### config.mk
export PLATFORM = sky130hd
export DESIGN_NAME = udp_rx_parser
export DESIGN_NICKNAME = d
export VERILOG_FILES = /design/src/rtl/udp_rx_parser.sv
export SDC_FILE = /design/constraint.sdc
export NUM_CORES = 1
export LEC_CHECK = 0
export BUFFER_PORTS_ARGS = -buffer_cell sky130_fd_sc_hd__buf_2
export CAP_MARGIN = 15
export CORE_MARGIN = 2
export CORE_UTILIZATION = 35
export DETAILED_ROUTE_END_ITERATION = 12
export PLACE_DENSITY_LB_ADDON = 0.3
export SLEW_MARGIN = 10
export SYNTH_ARGS = -nofsm -noshare
export SYNTH_HDL_FRONTEND = slang
export SYNTH_SLANG_ARGS = --single-unit
### constraint.sdc
create_clock -name clk -period 7.7 [get_ports clk]
set_input_delay 1.155 -clock clk [delete_from_list [all_inputs] [get_ports clk]]
set_output_delay 1.155 -clock clk [all_outputs]
set_load 0.01 [all_outputs]
### src/rtl/udp_rx_parser.sv
// udp_rx_parser: pops raw UDP datagram bytes from a byte FIFO with one-cycle
// read latency, captures the 8-byte header, streams the payload downstream and
// reports the length and ones'-complement checksum status once per packet.
module udp_rx_parser #(
    parameter int MAX_LEN = 2048
) (
    input  logic        clk,
    input  logic        rst_n,
    input  logic [7:0]  fifo_dout,
    input  logic        fifo_empty,
    output logic        fifo_rd_en,
    output logic [15:0] src_port,
    output logic [15:0] dst_port,
    output logic [15:0] udp_len,
    output logic [15:0] udp_cksum,
    output logic        hdr_valid,
    output logic [7:0]  pl_data,
    output logic        pl_valid,
    output logic        pl_last,
    output logic        pkt_done,
    output logic        cksum_ok,
    output logic        len_err
);

    localparam logic [1:0]  ST_HDR     = 2'd0;
    localparam logic [1:0]  ST_PAYLOAD = 2'd1;
    localparam logic [1:0]  ST_DONE    = 2'd2;
    localparam logic [16:0] MAX_LEN_W  = 17'(MAX_LEN);

    logic [1:0]  state_q, state_d;
    logic [15:0] req_cnt_q, req_cnt_d;
    logic [15:0] rx_cnt_q, rx_cnt_d;
    logic        rd_pend_q, rd_pend_d;
    logic [15:0] src_q, src_d;
    logic [15:0] dst_q, dst_d;
    logic [15:0] len_q, len_d;
    logic [15:0] ck_q, ck_d;
    logic [15:0] acc_q, acc_d;
    logic        hdr_valid_q, hdr_valid_d;
    logic [7:0]  pl_data_q, pl_data_d;
    logic        pl_valid_q, pl_valid_d;
    logic        pl_last_q, pl_last_d;
    logic        len_err_q, len_err_d;

    logic        rd_en;
    logic        len_bad;
    logic [15:0] add_word;
    logic [16:0] sum_raw;
    logic [15:0] acc_next;

    // The length field is complete once header byte 5 has been captured,
    // so it can be judged while byte 7 is being captured.
    assign len_bad = (len_q < 16'd8) || ({1'b0, len_q} > MAX_LEN_W);

    // Pop request: only while out of reset, the FIFO has data and the current
    // packet still owes bytes, so a pop never reaches into the next packet.
    always_comb begin
        rd_en = 1'b0;
        if (rst_n && !fifo_empty) begin
            if (state_q == ST_HDR && req_cnt_q < 16'd8) begin
                rd_en = 1'b1;
            end else if (state_q == ST_PAYLOAD && req_cnt_q < len_q) begin
                rd_en = 1'b1;
            end
        end
    end

    // Ones'-complement add of the byte being captured, placed in the high half
    // for even positions and the low half for odd ones; a trailing odd byte is
    // thereby padded with zero automatically.
    always_comb begin
        add_word = rx_cnt_q[0] ? {8'h00, fifo_dout} : {fifo_dout, 8'h00};
        sum_raw  = {1'b0, acc_q} + {1'b0, add_word};
        acc_next = sum_raw[15:0] + {15'd0, sum_raw[16]};
    end

    // Next-state logic: byte capture, header decode, payload streaming and the
    // single DONE cycle that reports status and clears per-packet state.
    always_comb begin
        state_d     = state_q;
        req_cnt_d   = req_cnt_q + {15'd0, rd_en};
        rx_cnt_d    = rx_cnt_q;
        rd_pend_d   = rd_en;
        src_d       = src_q;
        dst_d       = dst_q;
        len_d       = len_q;
        ck_d        = ck_q;
        acc_d       = acc_q;
        hdr_valid_d = 1'b0;
        pl_data_d   = pl_data_q;
        pl_valid_d  = 1'b0;
        pl_last_d   = 1'b0;
        len_err_d   = len_err_q;

        if (rd_pend_q) begin
            acc_d    = acc_next;
            rx_cnt_d = rx_cnt_q + 16'd1;
        end

        case (state_q)
            ST_HDR: begin
                if (hdr_valid_q) begin
                    state_d = ST_DONE;
                end else if (rd_pend_q) begin
                    case (rx_cnt_q[2:0])
                        3'd0: src_d[15:8] = fifo_dout;
                        3'd1: src_d[7:0]  = fifo_dout;
                        3'd2: dst_d[15:8] = fifo_dout;
                        3'd3: dst_d[7:0]  = fifo_dout;
                        3'd4: len_d[15:8] = fifo_dout;
                        3'd5: len_d[7:0]  = fifo_dout;
                        3'd6: ck_d[15:8]  = fifo_dout;
                        default: ck_d[7:0] = fifo_dout;
                    endcase
                    if (rx_cnt_q[2:0] == 3'd7) begin
                        hdr_valid_d = 1'b1;
                        len_err_d   = len_bad;
                        if (!len_bad && len_q != 16'd8) begin
                            state_d = ST_PAYLOAD;
                        end
                    end
                end
            end
            ST_PAYLOAD: begin
                if (rd_pend_q) begin
                    pl_data_d  = fifo_dout;
                    pl_valid_d = 1'b1;
                    pl_last_d  = (rx_cnt_q == len_q - 16'd1);
                end
                if (pl_valid_q && pl_last_q) begin
                    state_d = ST_DONE;
                end
            end
            ST_DONE: begin
                state_d   = ST_HDR;
                req_cnt_d = 16'd0;
                rx_cnt_d  = 16'd0;
                acc_d     = 16'd0;
                len_err_d = 1'b0;
            end
            default: begin
                state_d = ST_HDR;
            end
        endcase
    end

    // State registers; reset abandons any packet in flight and clears outputs.
    always_ff @(posedge clk or negedge rst_n) begin
        if (!rst_n) begin
            state_q     <= ST_HDR;
            req_cnt_q   <= 16'd0;
            rx_cnt_q    <= 16'd0;
            rd_pend_q   <= 1'b0;
            src_q       <= 16'd0;
            dst_q       <= 16'd0;
            len_q       <= 16'd0;
            ck_q        <= 16'd0;
            acc_q       <= 16'd0;
            hdr_valid_q <= 1'b0;
            pl_data_q   <= 8'd0;
            pl_valid_q  <= 1'b0;
            pl_last_q   <= 1'b0;
            len_err_q   <= 1'b0;
        end else begin
            state_q     <= state_d;
            req_cnt_q   <= req_cnt_d;
            rx_cnt_q    <= rx_cnt_d;
            rd_pend_q   <= rd_pend_d;
            src_q       <= src_d;
            dst_q       <= dst_d;
            len_q       <= len_d;
            ck_q        <= ck_d;
            acc_q       <= acc_d;
            hdr_valid_q <= hdr_valid_d;
            pl_data_q   <= pl_data_d;
            pl_valid_q  <= pl_valid_d;
            pl_last_q   <= pl_last_d;
            len_err_q   <= len_err_d;
        end
    end

    assign fifo_rd_en = rd_en;
    assign src_port   = src_q;
    assign dst_port   = dst_q;
    assign udp_len    = len_q;
    assign udp_cksum  = ck_q;
    assign hdr_valid  = hdr_valid_q;
    assign pl_data    = pl_data_q;
    assign pl_valid   = pl_valid_q;
    assign pl_last    = pl_last_q;
    assign pkt_done   = (state_q == ST_DONE);
    assign len_err    = (state_q == ST_DONE) && len_err_q;
    assign cksum_ok   = (state_q == ST_DONE) && !len_err_q &&
                        ((ck_q == 16'd0) || (acc_q == 16'hFFFF));

endmodule
==> metrics.md, run 1 <==
| Metric | Value |
|---|---|
| Worst Path Required | `8.03 ns` |
| Hold crit path type | `reg -> reg` |
| Fillers | `2070` |
| GRT met2 Usage | `25.9%` |
| Routed vias/inst | `5.27` |
| Worst path most repeated cell | `ha_1` |
| Overflow after GRT | `0` |
| Largest net degree at the start of global routing | `74` |
| Ant. Diodes | `0` |
| Vias in the first global route | `5748` |
| Period utilization | `65.3%` |
| Leak | `3.92 nW` |
| Layout cell share with drive strength beyond 1 | `24.6%` |
| Setup CP Type | `in -> reg` |
| Core box area | `21200 um2` |
| Routed WL | `19.5 mm` |
| Drt drc | `0` |
| Max-cap viol count | `0` |
| Die area | `22900 um2` |
| Post-DP HPWL | `13.9 mm` |
| Post-Syn Area per Cell | `9.98 um2` |
| TritonCTS Buffers | `17` |
| Area growth from synthesis to layout | `16.2%` |
| Max Fclk | `199 MHz` |
| Data arrival, critical path | `5.36 ns` |
| #FFs+latches synth | `127` |
| Delay of the slowest critical-path stage | `0.40 ns` |
| Clock Sinks | `127` |
| Clk_skew | `0.0237 ns` |
| Postcts setup bufs | `0` |
| Peak supply drop | `0.000229 V` |
| Die width | `151 um` |
| I/O pins | `90` |
| Final Hold Fails | `0` |
| Register area share after synthesis | `41.8%` |
| Largest area contributor in the netlist | `dfrtp_1` |
| CP max FO | `11` |
| Row Count | `53` |
| Outcome | `complete, no violations` |
| Synth Net Count | `817` |
| Final setup violating endpoints | `0` |
| Setup TNS | `0 ns` |
| Final ANT Viol Nets | `0` |
| Prevailing post-synth register cell | `dfrtp_1` |
| Worst hold slack | `0.467 ns` |
| Yosys top cell area share | `41.8%` |
| TritonCTS clock tree | `yes` |
| Startpoint class of the critical path | `primary input` |
| Layer with the highest usage | `met1` |
| Max Slew Vio Count | `0` |
| Top post-synthesis cells by count | `dfrtp_1, nand2_1, mux2_2, nor2_1, ha_1` |
| Setup slack at placement | `2.28 ns` |
| Pwr dens | `442 nW/um2` |
| Height of the die | `151 um` |
| Initial DRT Pass Iterations | `4` |
| DR vias | `5939` |
| Yosys warns | `0` |
| RSZ-0062 raised after global routing | `no` |
| Post-layout nets | `897` |
| Gr usage total | `18.0%` |
| Total Power Consumption | `3.91 mW` |
| M1 GR Usage | `26.3%` |
| Post-synth EDFFs | `0` |
| Routing usage on met3 | `5.48%` |
| Root Driver | `clkbuf_16` |
| Number of DRC markers in iteration 0 | `376` |
| Async S/R FF share, synth | `100%` |
| Worst rel slew slack | `24.9%` |
| Clk Latency, worst-skew pair | `0.43 ns` |
| CP endpoint kind | `register` |
| Crit path cell chain | `buf_2, and2_1, ha_1, inv_1, fa_1, nand2b_1, a21oi_4, o21a_4, a221o_2, a21oi_1, o21bai_1, a21oi_1, o21bai_1, ha_1, ha_1, nand2_1, nor3_1, nand3_1, nor2_1, and3_2, nand3_1, a311oi_1` |
| Top-count cell post-synth | `dfrtp_1` |
| Yosys cell types | `69` |
| Worst-Margin Slew | `1.11 ns` |
| Hold-fix buffers, CTS | `0` |
| Minimum clock period | `5.03 ns` |
| Maximum clock path buffer count | `2` |
| Initial antenna violation count | `0` |
| H-Tree Level Count | `4` |
| First-pass GRT wire length | `31.8 mm` |
| Synthesized cell area | `7610 um2` |
| Routed len/inst | `17.3 um` |
| Gate Count Post-Synth | `762` |
| I/O Buffers | `89` |
| Critical path's slowest cell | `fa_1` |
| Initial Utilization | `36.0%` |
| Worst setup margin | `2.67 ns` |
| GP Congestion | `0.834` |
| Synth area leaders | `dfrtp_1, mux2_2, ha_1` |
| Post-CTS Resized | `0` |
| Clk slew on worst S/H paths | `0.06 ns` |
-- metal layers --
metal / up-vias / wire (um)
met5: - / 0
met3: 9 / 1490
li1: 2878 / -
met1: 2915 / 9210
met4: 0 / 133
met2: 137 / 8640
-- sequential cells by signal (all words and copies together), names as in the netlist --
signal and cells:
state_q 2, pl_data 8, rd_pend_q 1, acc_q 16, req_cnt_q 16, pl_last 1
udp_cksum 16, udp_len 16, rx_cnt_q 16, pl_valid 1, src_port 16, len_err_q 1
hdr_valid 1, dst_port 16
-- metrics by stage --
step	util [%]	cells	instance area, um2
2_1_floorplan	-	762	7610
3_3_place_gp	39.0	1098	8260
3_5_place_dp	39.0	1098	8260
4_1_cts	41.8	1128	8840
5_1_grt	41.8	1128	8840
6_report	41.8	1128	8840
-- kinds of logic (layout without fill, tap and decap cells) --
group           Yosys count  count (layout)  share of synthesized area [%]
compound gates          106             106                           10.2
buf+inv                  65             156                           3.90
xor+xnor                 66              66                           7.60
flops                   127             127                           41.8
fa+ha+maj                44              44                           7.34
simple gates            285             285                           19.0
mux                      69              69                           10.1
-- power by group --
part           internal [mW]  switching [mW]  total [mW]
logic                  0.859            1.05        1.91
clock network          0.483           0.303       0.786
registers              0.925           0.287        1.21
-- worst max-delay path: cells and delay by family --
| kind | cells | cell delay, ns |
|---|---|---|
| adders and majority gates | 4 | 1.03 |
| and+or+nand+nor | 8 | 1.46 |
| buffers and inverters | 2 | 0.32 |
| AOI/OAI and AO/OA | 8 | 1.37 |
-- area by class of cell --
cell class              count  area, um2  share of cell area, %
flip-flops and latches    127       3180                   36.0
well taps                 275        344                   3.89
multi-input cells         570       4140                   46.8
clock inverters            12        140                   1.59
clock buffers              18        439                   4.97
repair buffers             92        470                   5.32
inverters                  34        128                   1.44
-- path summary, 6_finish.rpt --
path                              start            to  slack [ns]  cells after the start
setup / recovery           fifo_dout[0]     acc_q[14]        2.67                     22
hold reg to reg              pl_data[1]    pl_data[1]        0.47                      2
max in group asynchronous         rst_n      acc_q[3]        5.51                      2
min in group asynchronous         rst_n  udp_cksum[2]        0.78                      1
hold / removal               pl_data[1]    pl_data[1]        0.47                      2
setup reg to reg            rx_cnt_q[0]     acc_q[14]        2.75                     21
-- cells in the final DEF, fill, tap and decap left out, drive strengths merged, types with 22 or more instances in the layout --
cell type,netlist,routed
xnor2,32,32
xor2,34,34
buf,6,92
mux2,64,64
nor2,64,64
a21oi,23,23
o21ai,22,22
ha,43,43
dfrtp,127,127
nand2,67,67
nor3,30,30
inv,33,34
nand3,32,32
Note: power is estimated with default switching activity, not from simulation.
==> inputs of run 2 (changes only) <==
clock period = 5.2 ns   (was 7.7 ns; I/O delays follow)
==> metrics.md, run 2 (synthesis results as in run 1) <==
| Metric | Value |
|---|---|
| Outcome | `complete, no violations` |
| I/O pins | `90 (unchanged)` |
| Clk slew on worst S/H paths | `0.06 ns (about the same)` |
| Vias in the first global route | `5832 (+1.5%)` |
| Worst path most repeated cell | `ha_1` |
| Critical path's slowest cell | `dfrtp_1` |
| Post-layout nets | `904 (+0.78%)` |
| Max Fclk | `215 MHz` |
| Area after detailed placement | `8310 um2 (+0.64%)` |
| Final ANT Viol Nets | `0 (unchanged)` |
| Initial DRT Pass Iterations | `4 (unchanged)` |
| Die area | `22900 um2 (unchanged)` |
| Row Count | `53 (unchanged)` |
| Peak supply drop | `0.000391 V (+71%)` |
| Worst hold slack | `0.470 ns (+0.00275 ns)` |
| Routed WL | `20.0 mm (+2.9%)` |
| Worst rel slew slack | `31.3% (+6.4 points)` |
| Drt drc | `0 (unchanged)` |
| Die width | `151 um (unchanged)` |
| Hold crit path type | `reg -> reg` |
| CP Depth | `21 (-4.5%)` |
| TritonCTS Buffers | `17 (unchanged)` |
| Layout cell share with drive strength beyond 1 | `25.3% (+0.67 points)` |
| Gr usage total | `18.2% (+0.15 points)` |
| Fin area | `8910 um2 (+0.82%)` |
| Startpoint class of the critical path | `register` |
| Worst R2R Setup Slack | `0.55 ns (-2.20 ns)` |
| Multi-input logic area | `4140 um2 (unchanged)` |
| Crit path cell chain | `and2_1, ha_1, inv_1, fa_1, nand2b_1, a21oi_4, o21a_4, a221o_2, a21oi_1, o21bai_1, a21oi_1, o21bai_1, ha_1, ha_1, nand2_1, nor3_1, nand3_1, nor2_1, and3_2, nand3_1, a311oi_1` |
| Height of the die | `151 um (unchanged)` |
| Worst-Margin Slew | `1.02 ns (-0.0960 ns)` |
| I/O Buffers | `89 (unchanged)` |
| Fillers | `2048 (-1.1%)` |
| Initial antenna violation count | `0 (unchanged)` |
| Final Hold Fails | `0 (unchanged)` |
| Routed len/inst | `17.6 um (+2.0%)` |
| Worst Path Required | `5.53 ns (-2.50 ns)` |
| Post-CTS Resized | `0 (unchanged)` |
| Largest net degree at the start of global routing | `71 (-4.1%)` |
| Minimum clock period | `4.65 ns` |
| Final setup violating endpoints | `0 (unchanged)` |
| Routed vias/inst | `5.30 (+0.71%)` |
| Leak | `3.97 nW (+1.2%)` |
| Post-DP HPWL | `14.3 mm (+3.0%)` |
| TritonCTS clock tree | `yes` |
| Delay of the slowest critical-path stage | `0.61 ns (+0.21 ns)` |
| Top Family by Delay on Critical Path | `simple AND/OR/NAND/NOR gates` |
| Root Driver | `clkbuf_16` |
| Overflow after GRT | `0 (unchanged)` |
| First-pass GRT wire length | `32.0 mm (+0.58%)` |
| Hold Path Stages | `2 (unchanged)` |
| Setup TNS | `0 ns (unchanged)` |
| Clock Sinks | `127 (unchanged)` |
| DR vias | `6029 (+1.5%)` |
| GP Congestion | `0.828 (-0.65%)` |
| Setup CP Type | `reg -> reg` |
| Hold-fix buffers, CTS | `0 (unchanged)` |
| Data arrival, critical path | `4.97 ns (-0.39 ns)` |
| Maximum clock path buffer count | `2 (unchanged)` |
| RSZ-0062 raised after global routing | `no` |
| CP max FO | `11 (unchanged)` |
| Clk_skew | `0.0110 ns (-0.0127 ns)` |
| Commonest non-fill, non-tap cell in the layout | `dfrtp_1` |
| Max-cap viol count | `0 (unchanged)` |
| Pwr dens | `657 nW/um2 (+49%)` |
| Reg2reg path depth | `21 (unchanged)` |
| Postcts setup bufs | `0 (unchanged)` |
| WP buf/inv | `1 (-1)` |
| Most frequent cells in the layout | `dfrtp_1, buf_2, nand2_1` |
| Sequential standard cell area | `3180 um2 (unchanged)` |
| Clk Latency, worst-skew pair | `0.43 ns (about the same)` |
| H-Tree Level Count | `4 (unchanged)` |
| Area growth from synthesis to layout | `17.2%` |
| Number of DRC markers in iteration 0 | `385 (+2.4%)` |
| Ant. Diodes | `0 (unchanged)` |
| Core box area | `21200 um2 (unchanged)` |
| Initial Utilization | `36.0% (unchanged)` |
| CP endpoint kind | `register` |
| Max Slew Vio Count | `0 (unchanged)` |
| Period utilization | `89.3%` |
[run 2: changes by cell type in the layout (fill, tap and decap cells not counted)]
cell / before / now
buf_4: 4 / 11
clkbuf_1: 0 / 1
clkbuf_8: 1 / 0
clkinv_2: 1 / 0
clkinv_4: 5 / 1
clkinvlp_4: 3 / 2
inv_6: 1 / 6
inv_8: 0 / 3
[run 2: routing by layer]
| layer | track usage, % | share of wire [%] |
|---|---|---|
| met1 | 25.7 | 48 |
| met4 | 4.86 | 1.3 |
| met2 | 27.1 | 44 |
| met3 | 5.30 | 6.8 |
| met5 | 0 | 0 |
[run 2: path summary, 6_finish.rpt]
kind / start / endpoint
max in group asynchronous: rst_n / rx_cnt_q[8]
min in group asynchronous: rst_n / udp_cksum[2]
setup reg to reg: rx_cnt_q[0] / acc_q[14]
hold reg to reg: pl_data[3] / pl_data[3]
setup / recovery: rx_cnt_q[0] / acc_q[14]
hold / removal: pl_data[3] / pl_data[3]
[run 2: cell type report]
| cell class | count | share of cell area, % |
|---|---|---|
| Multi-Input combinational cell | 570 | 46.4 |
| Sequential cell | 127 | 35.7 |
| Timing Repair Buffer | 99 | 5.87 |
| Clock buffer | 18 | 4.82 |
| Tap cell | 275 | 3.86 |
| Clock inverter | 14 | 1.91 |
| Inverter | 34 | 1.43 |
[run 2: per-stage QoR]
step | utilization (%) | setup WS [ns] | power, mW | cells
final | 42.1 | 0.555 | 5.86 | 1137
after global routing | 42.1 | 0.0956 | 6.30 | 1137
after CTS | 42.1 | 0.553 | 5.89 | 1137
after detailed placement | 39.3 | 0.376 | 4.63 | 1105
after global placement | 39.3 | 0.509 | 4.61 | 1105
after floorplan | - | 0.781 | 3.80 | 762
[run 2: report_power, final]
part           leakage (nW)  switching [mW]  internal (mW)
Sequential             1.52           0.425           1.37
Clock                 0.289           0.500          0.725
Combinational          2.16            1.56           1.28
Total                  3.97            2.49           3.37
[run 2: worst register-to-register path, delay by kind of cell (launching register included)]
kind / cells / cell delay (ns)
DFF: 1 / 0.61
buffers and inverters: 1 / 0.07
adders and majority gates: 4 / 1.00
and+or+nand+nor: 8 / 1.52
AOI/OAI and AO/OA: 8 / 1.34
